$ cat src/rtl/seq_stage_controller_if.sv
// Data-memory request/acknowledge channel between the SEQ stage controller and
// the data memory.
interface seq_stage_controller_if;
  logic        dmem_req;
  logic        dmem_ack;
  logic        dmem_error;
  logic [63:0] valM;

  modport master (output dmem_req, input dmem_ack, input dmem_error, input valM);
  modport slave  (input dmem_req, output dmem_ack, output dmem_error, output valM);
endinterface

$ cat src/rtl/seq_stage_controller.sv
// Multi-cycle stage sequencer for the Y86-64 SEQ datapath: one-hot stage enables,
// PC ownership, next-PC selection, data-memory handshake and status tracking.
module seq_stage_controller #(
  parameter logic [63:0] PC_RESET     = 64'd1,
  parameter int unsigned IMEM_LIMIT   = 1023,
  parameter int unsigned DMEM_TIMEOUT = 15
) (
  input  logic                          clk,
  input  logic                          rst_n,
  input  logic [3:0]                    icode,
  input  logic                          is_instruction_valid,
  input  logic                          cnd,
  input  logic [63:0]                   valC,
  input  logic [63:0]                   valP,
  seq_stage_controller_if.master        dmem,
  output logic [63:0]                   PC,
  output logic                          fetch_en,
  output logic                          decode_en,
  output logic                          execute_en,
  output logic                          wb_en,
  output logic [2:0]                    stat,
  output logic                          halted,
  output logic [31:0]                   instr_count
);

  localparam int unsigned        WAIT_W    = $clog2(DMEM_TIMEOUT + 1);
  localparam logic [WAIT_W-1:0]  WAIT_LAST = WAIT_W'(DMEM_TIMEOUT - 1);
  localparam logic [63:0]        PC_LIMIT  = 64'(IMEM_LIMIT);
  localparam logic [2:0] STAT_AOK = 3'd1;
  localparam logic [2:0] STAT_HLT = 3'd2;
  localparam logic [2:0] STAT_ADR = 3'd3;
  localparam logic [2:0] STAT_INS = 3'd4;

  typedef enum logic [2:0] {
    S_FETCH     = 3'd0,
    S_DECODE    = 3'd1,
    S_EXECUTE   = 3'd2,
    S_MEMORY    = 3'd3,
    S_WRITEBACK = 3'd4,
    S_STOP      = 3'd5
  } state_t;

  state_t            state_reg, state_next;
  logic [63:0]       pc_reg, pc_next;
  logic [2:0]        stat_reg, stat_next;
  logic [31:0]       count_reg, count_next;
  logic [WAIT_W-1:0] wait_reg, wait_next;
  logic [3:0]        icode_reg, icode_next;
  logic [63:0]       valc_reg, valc_next;
  logic [63:0]       valp_reg, valp_next;
  logic [63:0]       valm_reg, valm_next;
  logic              cnd_reg, cnd_next;
  logic              mem_op;
  logic [63:0]       new_pc;
  logic [4:0]        stage_en;

  always_ff @(posedge clk or negedge rst_n) begin
    if (!rst_n) begin
      state_reg <= S_FETCH;
      pc_reg    <= PC_RESET;
      stat_reg  <= STAT_AOK;
      count_reg <= '0;
      wait_reg  <= '0;
      icode_reg <= '0;
      valc_reg  <= '0;
      valp_reg  <= '0;
      valm_reg  <= '0;
      cnd_reg   <= 1'b0;
    end else begin
      state_reg <= state_next;
      pc_reg    <= pc_next;
      stat_reg  <= stat_next;
      count_reg <= count_next;
      wait_reg  <= wait_next;
      icode_reg <= icode_next;
      valc_reg  <= valc_next;
      valp_reg  <= valp_next;
      valm_reg  <= valm_next;
      cnd_reg   <= cnd_next;
    end
  end

  // pushq, popq, mrmovq, rmmovq, call and ret touch data memory
  assign mem_op = icode_reg inside {4'h4, 4'h5, 4'h8, 4'h9, 4'hA, 4'hB};

  always_comb begin
    new_pc = valp_reg;
    if (icode_reg == 4'h8)
      new_pc = valc_reg;
    else if (icode_reg == 4'h7 && cnd_reg)
      new_pc = valc_reg;
    else if (icode_reg == 4'h9)
      new_pc = valm_reg;
  end

  always_comb begin
    state_next = state_reg;
    pc_next    = pc_reg;
    stat_next  = stat_reg;
    count_next = count_reg;
    wait_next  = wait_reg;
    icode_next = icode_reg;
    valc_next  = valc_reg;
    valp_next  = valp_reg;
    valm_next  = valm_reg;
    cnd_next   = cnd_reg;
    case (state_reg)
      S_FETCH: begin
        icode_next = icode;
        valc_next  = valC;
        valp_next  = valP;
        if (pc_reg > PC_LIMIT) begin
          stat_next  = STAT_ADR;
          state_next = S_STOP;
        end else if (!is_instruction_valid) begin
          stat_next  = STAT_INS;
          state_next = S_STOP;
        end else if (icode == 4'h0) begin
          stat_next  = STAT_HLT;
          state_next = S_STOP;
        end else begin
          state_next = S_DECODE;
        end
      end
      S_DECODE: state_next = S_EXECUTE;
      S_EXECUTE: begin
        cnd_next   = cnd;
        wait_next  = '0;
        state_next = mem_op ? S_MEMORY : S_WRITEBACK;
      end
      S_MEMORY: begin
        // An ack arriving on the timeout cycle still completes the access
        if (dmem.dmem_ack) begin
          if (dmem.dmem_error) begin
            stat_next  = STAT_ADR;
            state_next = S_STOP;
          end else begin
            valm_next  = dmem.valM;
            state_next = S_WRITEBACK;
          end
        end else if (wait_reg == WAIT_LAST) begin
          stat_next  = STAT_ADR;
          state_next = S_STOP;
        end else begin
          wait_next = wait_reg + 1'b1;
        end
      end
      S_WRITEBACK: begin
        pc_next    = new_pc;
        count_next = count_reg + 32'd1;
        state_next = S_FETCH;
      end
      S_STOP:  state_next = S_STOP;
      default: state_next = S_FETCH;
    endcase
  end

  generate
    for (genvar gi = 0; gi < 5; gi++) begin : g_stage_en
      localparam logic [2:0] STATE_CODE = 3'(gi);
      assign stage_en[gi] = (state_reg == state_t'(STATE_CODE));
    end
  endgenerate

  assign fetch_en      = stage_en[0];
  assign decode_en     = stage_en[1];
  assign execute_en    = stage_en[2];
  assign dmem.dmem_req = stage_en[3];
  assign wb_en         = stage_en[4];
  assign PC            = pc_reg;
  assign stat          = stat_reg;
  assign halted        = (state_reg == S_STOP);
  assign instr_count   = count_reg;

endmodule

$ cat src/flat_wrapper.sv
// flat-port wrapper written by rule: the top's interface ports become plain ports
module seq_stage_controller_flat 
#(
  parameter logic [63:0] PC_RESET     = 64'd1,
  parameter int unsigned IMEM_LIMIT   = 1023,
  parameter int unsigned DMEM_TIMEOUT = 15
)
  (clk, rst_n, icode, is_instruction_valid, cnd, valC, valP, PC, fetch_en, decode_en, execute_en, wb_en, stat, halted, instr_count, dmem_dmem_req, dmem_dmem_ack, dmem_dmem_error, dmem_valM);
  seq_stage_controller_if dmem_i ();
  input  logic clk;
  input  logic rst_n;
  input  logic [3:0] icode;
  input  logic is_instruction_valid;
  input  logic cnd;
  input  logic [63:0] valC;
  input  logic [63:0] valP;
  output logic [63:0] PC;
  output logic fetch_en;
  output logic decode_en;
  output logic execute_en;
  output logic wb_en;
  output logic [2:0] stat;
  output logic halted;
  output logic [31:0] instr_count;
  output wire logic [$bits(dmem_i.dmem_req)-1:0] dmem_dmem_req;
  input wire logic [$bits(dmem_i.dmem_ack)-1:0] dmem_dmem_ack;
  input wire logic [$bits(dmem_i.dmem_error)-1:0] dmem_dmem_error;
  input wire logic [$bits(dmem_i.valM)-1:0] dmem_valM;
  assign dmem_dmem_req = dmem_i.dmem_req;
  assign dmem_i.dmem_ack = dmem_dmem_ack;
  assign dmem_i.dmem_error = dmem_dmem_error;
  assign dmem_i.valM = dmem_valM;
  seq_stage_controller #(.PC_RESET(PC_RESET), .IMEM_LIMIT(IMEM_LIMIT), .DMEM_TIMEOUT(DMEM_TIMEOUT)) u_core (.clk(clk), .rst_n(rst_n), .icode(icode), .is_instruction_valid(is_instruction_valid), .cnd(cnd), .valC(valC), .valP(valP), .dmem(dmem_i), .PC(PC), .fetch_en(fetch_en), .decode_en(decode_en), .execute_en(execute_en), .wb_en(wb_en), .stat(stat), .halted(halted), .instr_count(instr_count));
endmodule
$ cat config.mk
export PLATFORM = sky130hd
export DESIGN_NAME = seq_stage_controller_flat
export DESIGN_NICKNAME = d
export VERILOG_FILES = /design/src/rtl/seq_stage_controller_if.sv /design/src/rtl/seq_stage_controller.sv /design/src/flat_wrapper.sv
export SDC_FILE = /design/constraint.sdc
export NUM_CORES = 1
export LEC_CHECK = 0
export ABC_CLOCK_PERIOD_IN_PS = 3000
export CAP_MARGIN = 10
export CORE_MARGIN = 2
export CORE_UTILIZATION = 35
export DETAILED_ROUTE_END_ITERATION = 6
export PLACE_DENSITY_LB_ADDON = 0.3
export SLEW_MARGIN = 30
export SYNTH_ARGS = -nofsm -noshare
export SYNTH_HDL_FRONTEND = slang
export SYNTH_SLANG_ARGS = --single-unit
$ cat constraint.sdc
create_clock -name clk -period 3 [get_ports clk]
set_input_delay 0.6 -clock clk [delete_from_list [all_inputs] [get_ports clk]]
set_output_delay 0.6 -clock clk [all_outputs]
set_load 0.02 [all_outputs]
After elaboration in Yosys (flattened, before gate mapping) --
Index checks and enable logic that the tools add are counted.
Storage, ports and cells: register bits after elaboration 303, input port bits 202, output and inout bits 105
Operators by class: add/subtract/negate cells 2, $lt $le $gt $ge 1, equal/unequal tests 18, multiplexer cells 21, bitwise operators 1, reduce and logical (&&, ||, !) cells 9
Operator list (number):
- two-way mux 64 bit | 3
- > comparator 64 x 10 -> 1 bit (second input constant) | 1
- two-way mux 3 bit | 12
- adder 32 x 1 -> 32 bit (second input constant) | 1
- equality test 4 bit (second input constant) | 5
- case mux 3 bit (5 select lines) | 1
- equality test 4 x 3 -> 1 bit (second input constant) | 3
- two-way mux 4 bit | 2
- case mux 4 bit (2 select lines) | 1
- equality test 3 x 2 -> 1 bit (second input constant) | 2
- equality test 3 bit (second input constant) | 2
- case mux 3 bit (2 select lines) | 1
- AND reduction 3 bit | 2
- nonzero test 6 bit | 1
- adder 4 x 1 -> 4 bit (second input constant) | 1
- zero test 4 bit | 1
- inequality test 2 bit (second input constant) | 2
- inequality test 4 x 2 -> 1 bit (second input constant) | 1
- AND reduction 4 bit | 1
- nonzero test 2 bit | 2
- equality test 3 x 1 -> 1 bit (second input constant) | 1
- zero test 3 bit | 1
- inequality test 3 x 1 -> 1 bit (second input constant) | 1
- inequality test 3 x 2 -> 1 bit (second input constant) | 1
- other kinds (3) | 3

Depth between registers and ports, before layout --
Gate-level depths: netlist (run 1).
word-level depth 5, mapped depth 8

Worst setup path after synthesis (run 1) --
No wires, ideal clock.
kind register to output, from reg u_core.state_reg[1], to out wb_en, arrival time 1.516 ns, slack 0.884 ns, cell stages (with the launch flop) 6, buffers on the path 4, cells stage by stage dfrtp_1 > buf_2 > nor3b_1 > buf_2 > clkbuf_1 > clkbuf_1
On the way: cells in the longest elaborated chain, start to end 1
RTL lines:
- start: declaration | line seq_stage_controller.sv:43 | state_t state_reg, state_next;
- start signal: assignment | line seq_stage_controller.sv:70 | state_reg <= state_next;
- equality test 3 bit | line seq_stage_controller.sv:161 | assign stage_en[gi] = (state_reg == state_t'(STATE_CODE));
- end: declaration | line flat_wrapper.sv:21 | output logic wb_en;
Every way passes these cells.

Final worst setup path (run 1) --
from reg u_core.state_reg[0], to out dmem_dmem_req
On the way: cells in the longest elaborated chain, start to end 1
RTL lines:
- equality test 3 x 2 -> 1 bit | line seq_stage_controller.sv:161
- end: declaration | line flat_wrapper.sv:25 | output wire logic [$bits(dmem_i.dmem_req)-1:0] dmem_dmem_req;
Every way passes these cells.

==> Implementation_results.wiki, run 1 <==
{| class="wikitable"
! Metric !! Value
|-
| Result of the run || finished clean
|-
| Worst relative slew slack || 0.445
|-
| Final nets || 1,500
|-
| Clock transition time at the flip-flop clock pins of the worst setup and hold paths || roughly 60 ps
|-
| Net switching power of the design || 6.30 mW
|-
| Setup Fix Bufs, Post-CTS || 0
|-
| Setup repair after global routing missed its margin || no
|-
| Final clock skew || 18.3 ps
|-
| Pin count of the biggest net entering global routing || roughly 140
|-
| Commonest non-fill, non-tap cell in the layout || sky130_fd_sc_hd__clkdlybuf4s50_1
|-
| Pins Over Slew Limit || 0
|-
| Clock latency on the worst-skew pair || 510 ps
|-
| Count of hold buffers inserted by post-cts repair || 0
|-
| Clock root buffer || sky130_fd_sc_hd__clkbuf_16
|-
| Clock Sink Count || between 300 and 400
|-
| Die W || approximately 190 um
|-
| Cell variety after synth || 46
|-
| Actual slew at the worst max-slew pin || 833 ps
|-
| Global-route wire length before repair || approximately 57,000 um
|-
| Fin crit period || 2820 ps
|-
| DRC violation count after routing || 0
|-
| Highest attainable clock frequency || 355 MHz
|-
| Rows || 69
|-
| Crit path kind || flop to primary output
|-
| Die area || around 38,000 um^2
|-
| Kind of cell adding the most delay to the critical path || buffers and inverters
|-
| CP Buf/Inv Count || 2
|-
| Setup violation total in the final timing report || 0
|-
| Delay of the slowest cell on the worst path || between 600 and 700 ps
|-
| Count of mapped cells out of synthesis || approximately 1,000
|-
| Level count of the clock H-tree || 2
|-
| Hold WS || ~58 ps
|-
| Setup crit start kind || flop
|-
| Number of warning messages in the yosys log || 0
|-
| Detailed-route via count || between 9,000 and 10,000
|-
| Slowest stage cell on the critical path || sky130_fd_sc_hd__clkdlybuf4s50_1
|-
| Initial antenna violation count || 3
|-
| Number of stages on the worst setup path || 3
|-
| Clock tree from TritonCTS || done
|-
| Total negative slack || 0 ps
|-
| Top-level I/O count || around 300
|-
| Part of the cycle the worst path needs || 0.939
|-
| WP data required || between 2000 and 2500 ps
|-
| Reg2reg start || u_core.PC[20]
|-
| Terminus of the critical flop-to-flop path || u_core.stat[1]
|-
| Finished Cell Area || 17,500 um^2
|-
| GR Util All Layers || 0.191
|-
| Commonest cells after routing, fill and taps aside || sky130_fd_sc_hd__clkdlybuf4s50_1, sky130_fd_sc_hd__dfrtp_1, sky130_fd_sc_hd__mux2_2, sky130_fd_sc_hd__nand2_1, sky130_fd_sc_hd__nor2_1
|-
| Average vias per placed instance || 5.13
|-
| Synthesized flop and latch total || 303
|-
| Placed wire-length estimate after detailed placement || 24,300 um
|-
| Maximum vdd ir drop || 0.000661 V
|-
| Cell breakdown of the critical path || nand3b_1 -> inv_1 -> clkdlybuf4s50_1
|-
| Share of the core filled with cells in the final layout || 0.492
|-
| Worst setup slack after placement || approximately 450 ps
|-
| Switching portion of total power || 0.340
|-
| Post-Synthesis Cell Area || roughly 13,000 um^2
|-
| Layout cells sized above 1 || 0.192
|-
| Final hold violation count || 0
|-
| Weighted congestion reported at the end of routability-driven placement || between 0.8 and 0.9
|-
| # resized after CTS || 0
|-
| Post-synthesis sequential area ratio || 0.601
|-
| Worst hold path type || input port to async pin
|-
| Total core area || around 36,000 um^2
|-
| Remaining antenna violation count after routing || 0
|-
| Final routed wirelength across all metal layers || 36,000 um
|-
| Setup slack of the worst register-to-register path || ~560 ps
|-
| Internal power of the cells || 12.2 mW
|-
| Sequential Power Share || 0.391
|-
| Routed len/inst || slightly above 20 um
|-
| Number of global-route vias before repair || between 9,000 and 10,000
|-
| Arrival @ worst endpoint || roughly 2200 ps
|-
| Die boundary height || approximately 190 um
|-
| Source of the critical timing path || u_core.state_reg[0]
|-
| Cell Area, Placed || ~16,000 um^2
|-
| Count of input and output buffers || slightly above 300
|-
| Power share of the combinational group || 0.373
|-
| Initial standard-cell utilization of the core || 0.355
|-
| Length in cells of the worst reg-to-reg path || 5
|-
| Average size of a mapped cell || about 13 um^2
|-
| Standby leakage power || 7.05 nW
|-
| Category of the worst setup path capture point || primary output
|-
| Max-cap viol count || 0
|-
| Final critical-path setup slack || 183 ps
|-
| Worst-path maximum fanout || 14
|-
| Termination of the worst setup path || dmem_dmem_req
|-
| Count of routing violations after the opening detailed-route iteration || approximately 400
|-
| P&R area growth vs syn || 38.5%
|-
| Global-route congestion overflow total || 0
|-
| TritonCTS Buffers || 35
|-
| Power density over cell area || between 1000 and 1500 nW/um^2
|-
| First-pass iteration count of the detailed router || 5
|-
| Mapped Nets || 1,200
|-
| Maximum number of buffers from clock root to sink || 3
|-
| Share of power burned in the clock network || 0.236
|}
[synthesized netlist by cell type (all sizes together)]
master	instances	area, um^2
nor2b	1	6.26
mux2	194	2180
and3	4	25.0
xor2	13	114
a311oi	1	15.0
clkinv	1	3.75
and4	4	35.0
or3b	1	8.76
xnor2	21	184
dfrtp	301	7530
nand2b	5	31.3
nor2	79	304
clkbuf	35	131
nand2	91	342
inv	8	30.0
o21a	2	15.0
buf	31	154
ha	3	37.5
o221ai	64	561
or4	2	18.8
nand4	11	75.1
nor3	6	46.3
mux2i	1	10.0
o21ai	6	30.0
or3	1	11.3
nand3	14	70.1
a221o	2	20.0
and2	1	6.26
o22ai	4	31.3
dfstp	2	52.6
a31oi	65	407
o22a	1	8.76
nor3b	1	7.51
nor4	14	87.6
a21oi	2	10.0
nand3b	2	15.0
or2	1	6.26
[metal layers]
| layer | vias up | track usage | wire length, um |
|---|---|---|---|
| met5 | - | 0 | 7 |
| met3 | 47 | 0.0614 | 3020 |
| met4 | 2 | 0.0519 | 743 |
| met1 | 4567 | 0.257 | 15800 |
| met2 | 284 | 0.297 | 16500 |
| li1 | 4241 | - | - |
[power by group through the flow]
stage               registers [mW]  logic (mW)  clock network (mW)
global route                  7.49        7.52                4.66
finish                        7.24        6.90                4.38
CTS                           7.24        7.01                4.48
floorplan                     7.48        3.99                   0
global placement              7.21        6.90                   0
detailed placement            7.30        6.97                   0
[how the worst min path moves through the flow]
stage | cells past startpoint | startpoint | slack [ps] | end
after global placement | 2 | u_core.stat[0] | 460 | u_core.stat[0]
final | 1 | rst_n | 60 | u_core.instr_count[22]
after floorplan | 0 | rst_n | 300 | u_core.PC[10]
after detailed placement | 2 | u_core.stat[0] | 460 | u_core.stat[0]
after CTS | 1 | rst_n | 60 | u_core.instr_count[22]
after global routing | 1 | rst_n | 70 | u_core.instr_count[21]
[stage by stage]
step	std cells	total power, mW
finish	1782	18.5
global route	1780	19.7
CTS	1779	18.7
detailed placement	1719	14.3
global placement	1719	14.1
floorplan	995	11.5
[logic make-up (layout without fill, tap and decap cells)]
family	after synthesis	in the layout	synth area share
compound gates	147	147	0.0869
flops	303	303	0.601
simple gates	238	238	0.0868
xor+xnor	34	34	0.0236
buf+inv	75	398	0.0253
mux	195	195	0.174
fa+ha+maj	3	3	0.00297
other cells	0	3	0
[cell type report]
class / instances / area (um^2)
fillers: 3187 / 18100
flip-flops and latches: 303 / 7580
multi-input cells: 617 / 4740
repair buffers: 329 / 3340
clock buffers: 51 / 1060
well taps: 461 / 577
clock inverters: 9 / 135
inverters: 9 / 38.8
diodes: 3 / 7.51
[worst register-to-register path, stage by stage, from the launching register on]
cell and delay (ps):
sky130_fd_sc_hd__dfrtp_1 400, sky130_fd_sc_hd__nor4_1 500, sky130_fd_sc_hd__nand4_1 290, sky130_fd_sc_hd__nor4_1 620, sky130_fd_sc_hd__or3b_1 420, sky130_fd_sc_hd__o21a_1 110
No activity file was read; power rests on OpenSTA's default activity.
==> run 2: changes to the inputs <==
--- a/config.mk
+++ b/config.mk
@@ -5,7 +5,7 @@
 export SDC_FILE = /design/constraint.sdc
 export NUM_CORES = 1
 export LEC_CHECK = 0
-export ABC_CLOCK_PERIOD_IN_PS = 3000
+export ABC_CLOCK_PERIOD_IN_PS = 2250
 export CAP_MARGIN = 10
 export CORE_MARGIN = 2
 export CORE_UTILIZATION = 35
==> constraint.sdc (replaced) <==
create_clock -name clk -period 2.25 [get_ports clk]
set_input_delay 0.45 -clock clk [delete_from_list [all_inputs] [get_ports clk]]
set_output_delay 0.45 -clock clk [all_outputs]
set_load 0.02 [all_outputs]
==> run 2 against run 1 <==
  * Wire length is 0.26% higher
  * Clock power is 32% higher
  * Clock skew is 1.1 ps higher
  * Total power is 34% higher
  * Global-route usage is 0.060 points lower
  * Sequential power is 35% higher
  * Register-to-register slack worse by 440 ps
  * Combinational power is 36% higher
  * Critical endpoint is now stat[0]
  * Cell count is 1.1% higher
  * Worst setup slack worse by 90 ps
  * Count of clock-buffer cells in the layout is 3 lower
==> Implementation_results.wiki, run 2 (synthesis gave the netlist of run 1 again) <==
{| class="wikitable"
! Metric !! Value
|-
| Initial standard-cell utilization of the core || 0.355 (unchanged)
|-
| Clock Sink Count || 303 (unchanged)
|-
| Slowest stage cell on the critical path || sky130_fd_sc_hd__clkdlybuf4s50_1
|-
| Worst relative slew slack || 0.562 (+0.118)
|-
| Share of the core filled with cells in the final layout || 0.500 (+0.00805)
|-
| Actual slew at the worst max-slew pin || 657 ps (-176 ps)
|-
| Met2 wire length || 16,300 um (-1.3%)
|-
| Setup violation total in the final timing report || 0 (unchanged)
|-
| Power share of the combinational group || 0.376 (+0.003)
|-
| GR Util All Layers || 0.190 (-0.000601)
|-
| Layout cells sized above 1 || 0.218 (+0.0263)
|-
| P&R area growth vs syn || 40.8%
|-
| Final hold violation count || 0 (unchanged)
|-
| Worst hold path type || input port to async pin
|-
| DRC violation count after routing || 0 (unchanged)
|-
| Setup crit start kind || flop
|-
| Commonest non-fill, non-tap cell in the layout || sky130_fd_sc_hd__clkdlybuf4s50_1
|-
| Standby leakage power || 7.20 nW (+2.2%)
|-
| Highest attainable clock frequency || 464 MHz
|-
| Total negative slack || 0 ps (unchanged)
|-
| Global-route congestion overflow total || 0 (unchanged)
|-
| WL met3 || 2990 um (-1.1%)
|-
| Total core area || 35,600 um^2 (unchanged)
|-
| Top routing layer in use || met5
|-
| Switching portion of total power || 0.342 (+0.00139)
|-
| Global-route wire length before repair || 56,600 um (about the same)
|-
| Fin crit period || roughly 2200 ps
|-
| WP data required || 1800 ps (-600 ps)
|-
| Arrival @ worst endpoint || 1710 ps (-510 ps)
|-
| Level count of the clock H-tree || 2 (unchanged)
|-
| Routed len/inst || 20.1 um (-0.80%)
|-
| Worst-path maximum fanout || 2 (-12)
|-
| Number of global-route vias before repair || 9,774 (+2.2%)
|-
| Maximum number of buffers from clock root to sink || 3 (unchanged)
|-
| Cell breakdown of the critical path || clkdlybuf4s50_1
|-
| TritonCTS Buffers || 35 (unchanged)
|-
| Final routed wirelength across all metal layers || 36,100 um (+0.26%)
|-
| Maximum vdd ir drop || 0.000694 V (+5.0%)
|-
| Final nets || 1,520 (+1.3%)
|-
| Category of the worst setup path capture point || primary output
|-
| Die W || 194 um (unchanged)
|-
| Kind of cell adding the most delay to the critical path || buffers and inverters
|-
| Count of input and output buffers || 306 (unchanged)
|-
| Max-cap viol count || 0 (unchanged)
|-
| Share of power burned in the clock network || 0.232 (-0.004)
|-
| Part of the cycle the worst path needs || 0.959
|-
| Clock tree from TritonCTS || done
|-
| Rows || 69 (unchanged)
|-
| Final clock skew || 19.4 ps (+1.05 ps)
|-
| Area of all sequential standard cells || 7590 um^2 (about the same)
|-
| Die area || 37,600 um^2 (unchanged)
|-
| Post-route met1 wirelength || 16,100 um (+1.8%)
|-
| Clock latency on the worst-skew pair || 510 ps (about the same)
|-
| Delay of the slowest cell on the worst path || 660 ps (about the same)
|-
| Sequential Power Share || 0.392 (about the same)
|-
| Remaining antenna violation count after routing || 0 (unchanged)
|-
| CP Buf/Inv Count || 1 (-1)
|-
| Count of routing violations after the opening detailed-route iteration || 409 (+1.5%)
|-
| Pins Over Slew Limit || 0 (unchanged)
|-
| Die boundary height || 194 um (unchanged)
|-
| Setup repair after global routing missed its margin || yes
|-
| Initial antenna violation count || 3 (unchanged)
|-
| Clock transition time at the flip-flop clock pins of the worst setup and hold paths || 60 ps (about the same)
|-
| Commonest cells after routing, fill and taps aside || sky130_fd_sc_hd__clkdlybuf4s50_1, sky130_fd_sc_hd__dfrtp_1, sky130_fd_sc_hd__mux2_2, sky130_fd_sc_hd__nand2_1, sky130_fd_sc_hd__nor2_1
|-
| Pin count of the biggest net entering global routing || 72 (-47%)
|-
| Net switching power of the design || 8.51 mW (+35%)
|-
| First-pass iteration count of the detailed router || 4 (-1)
|-
| Result of the run || finished clean
|-
| Crit path kind || flop to primary output
|-
| Clock root buffer || sky130_fd_sc_hd__clkbuf_16
|-
| Average vias per placed instance || 5.12 (about the same)
|-
| Weighted congestion reported at the end of routability-driven placement || 0.812 (-1.0%)
|-
| Setup Fix Bufs, Post-CTS || 0 (unchanged)
|-
| Top-level I/O count || 307 (unchanged)
|-
| Layout fillers || 3,162 (-0.78%)
|-
| Power density over cell area || 1400 nW/um^2 (+32%)
|-
| Detailed-route via count || 9,230 (+0.97%)
|-
| Placed wire-length estimate after detailed placement || 24,800 um (+2.3%)
|-
| Internal power of the cells || 16.4 mW (+34%)
|-
| Multi-input logic area || 4840 um^2 (+2.1%)
|}
[run 2: cell types whose count changed in the layout (fill, tap and decap cells not counted), sizes merged, moves of 2 or more]
cell	previous run	this run
clkinvlp	3	0
buf	24	45
dlygate4sd2	0	2
clkdlybuf4s50	305	299
clkinv	3	10
[run 2: power by group through the flow]
stage | logic (mW) | registers, mW | clock network (mW)
floorplan | 5.32 | 9.97 | 0
global placement | 9.36 | 9.60 | 0
detailed placement | 9.50 | 9.70 | 0
CTS | 9.52 | 9.66 | 5.91
global route | 10.2 | 10.1 | 6.16
finish | 9.38 | 9.76 | 5.78
[run 2: stage by stage]
step / cell area, um^2 / hold WS [ps] / worst slack (ps) / power, mW / instances
floorplan: 12600 / 154 / 284 / 15.3 / 995
global placement: 16500 / 426 / -121 / 19.0 / 1738
detailed placement: 16500 / 424 / -152 / 19.2 / 1738
CTS: 17700 / 475 / 2.39 / 25.1 / 1799
global route: 17800 / 497 / -18.0 / 26.4 / 1801
finish: 17800 / 477 / 92.9 / 24.9 / 1801
[run 2: path summary, 6_finish.rpt]
check                                       start                      to  slack (ps)  cells after the start
setup / recovery                   u_core.stat[0]                 stat[0]          90                      1
hold / removal                              rst_n  u_core.instr_count[21]         480                      2
setup reg to reg                    u_core.PC[56]          u_core.stat[1]         120                      6
hold reg to reg            u_core.instr_count[31]  u_core.instr_count[31]         480                      1
max in group asynchronous                   rst_n           u_core.PC[54]         990                      3
min in group clk           u_core.instr_count[31]  u_core.instr_count[31]         480                      1
[run 2: routing by layer]
metal	up-vias	global-route usage
met1	4629	0.256
met5	-	0
met3	48	0.0671
met4	2	0.0527
met2	267	0.292
li1	4284	-
[run 2: area by class of cell]
class	instances	share of cell area
flip-flops and latches	303	0.427
multi-input cells	617	0.273
repair buffers	349	0.199
clock buffers	48	0.0589
well taps	461	0.0325
clock inverters	12	0.00760
inverters	9	0.00218
diodes	2	0.000282
[run 2: timing repair]
item / 4_1_cts / 5_1_grt
gates resized for setup: 20 / 15
hold buffers: 1 / 0
endpoints found under the hold margin: 40 / 0
pin swaps: 0 / 3
endpoints found under the setup margin: 9 / 6
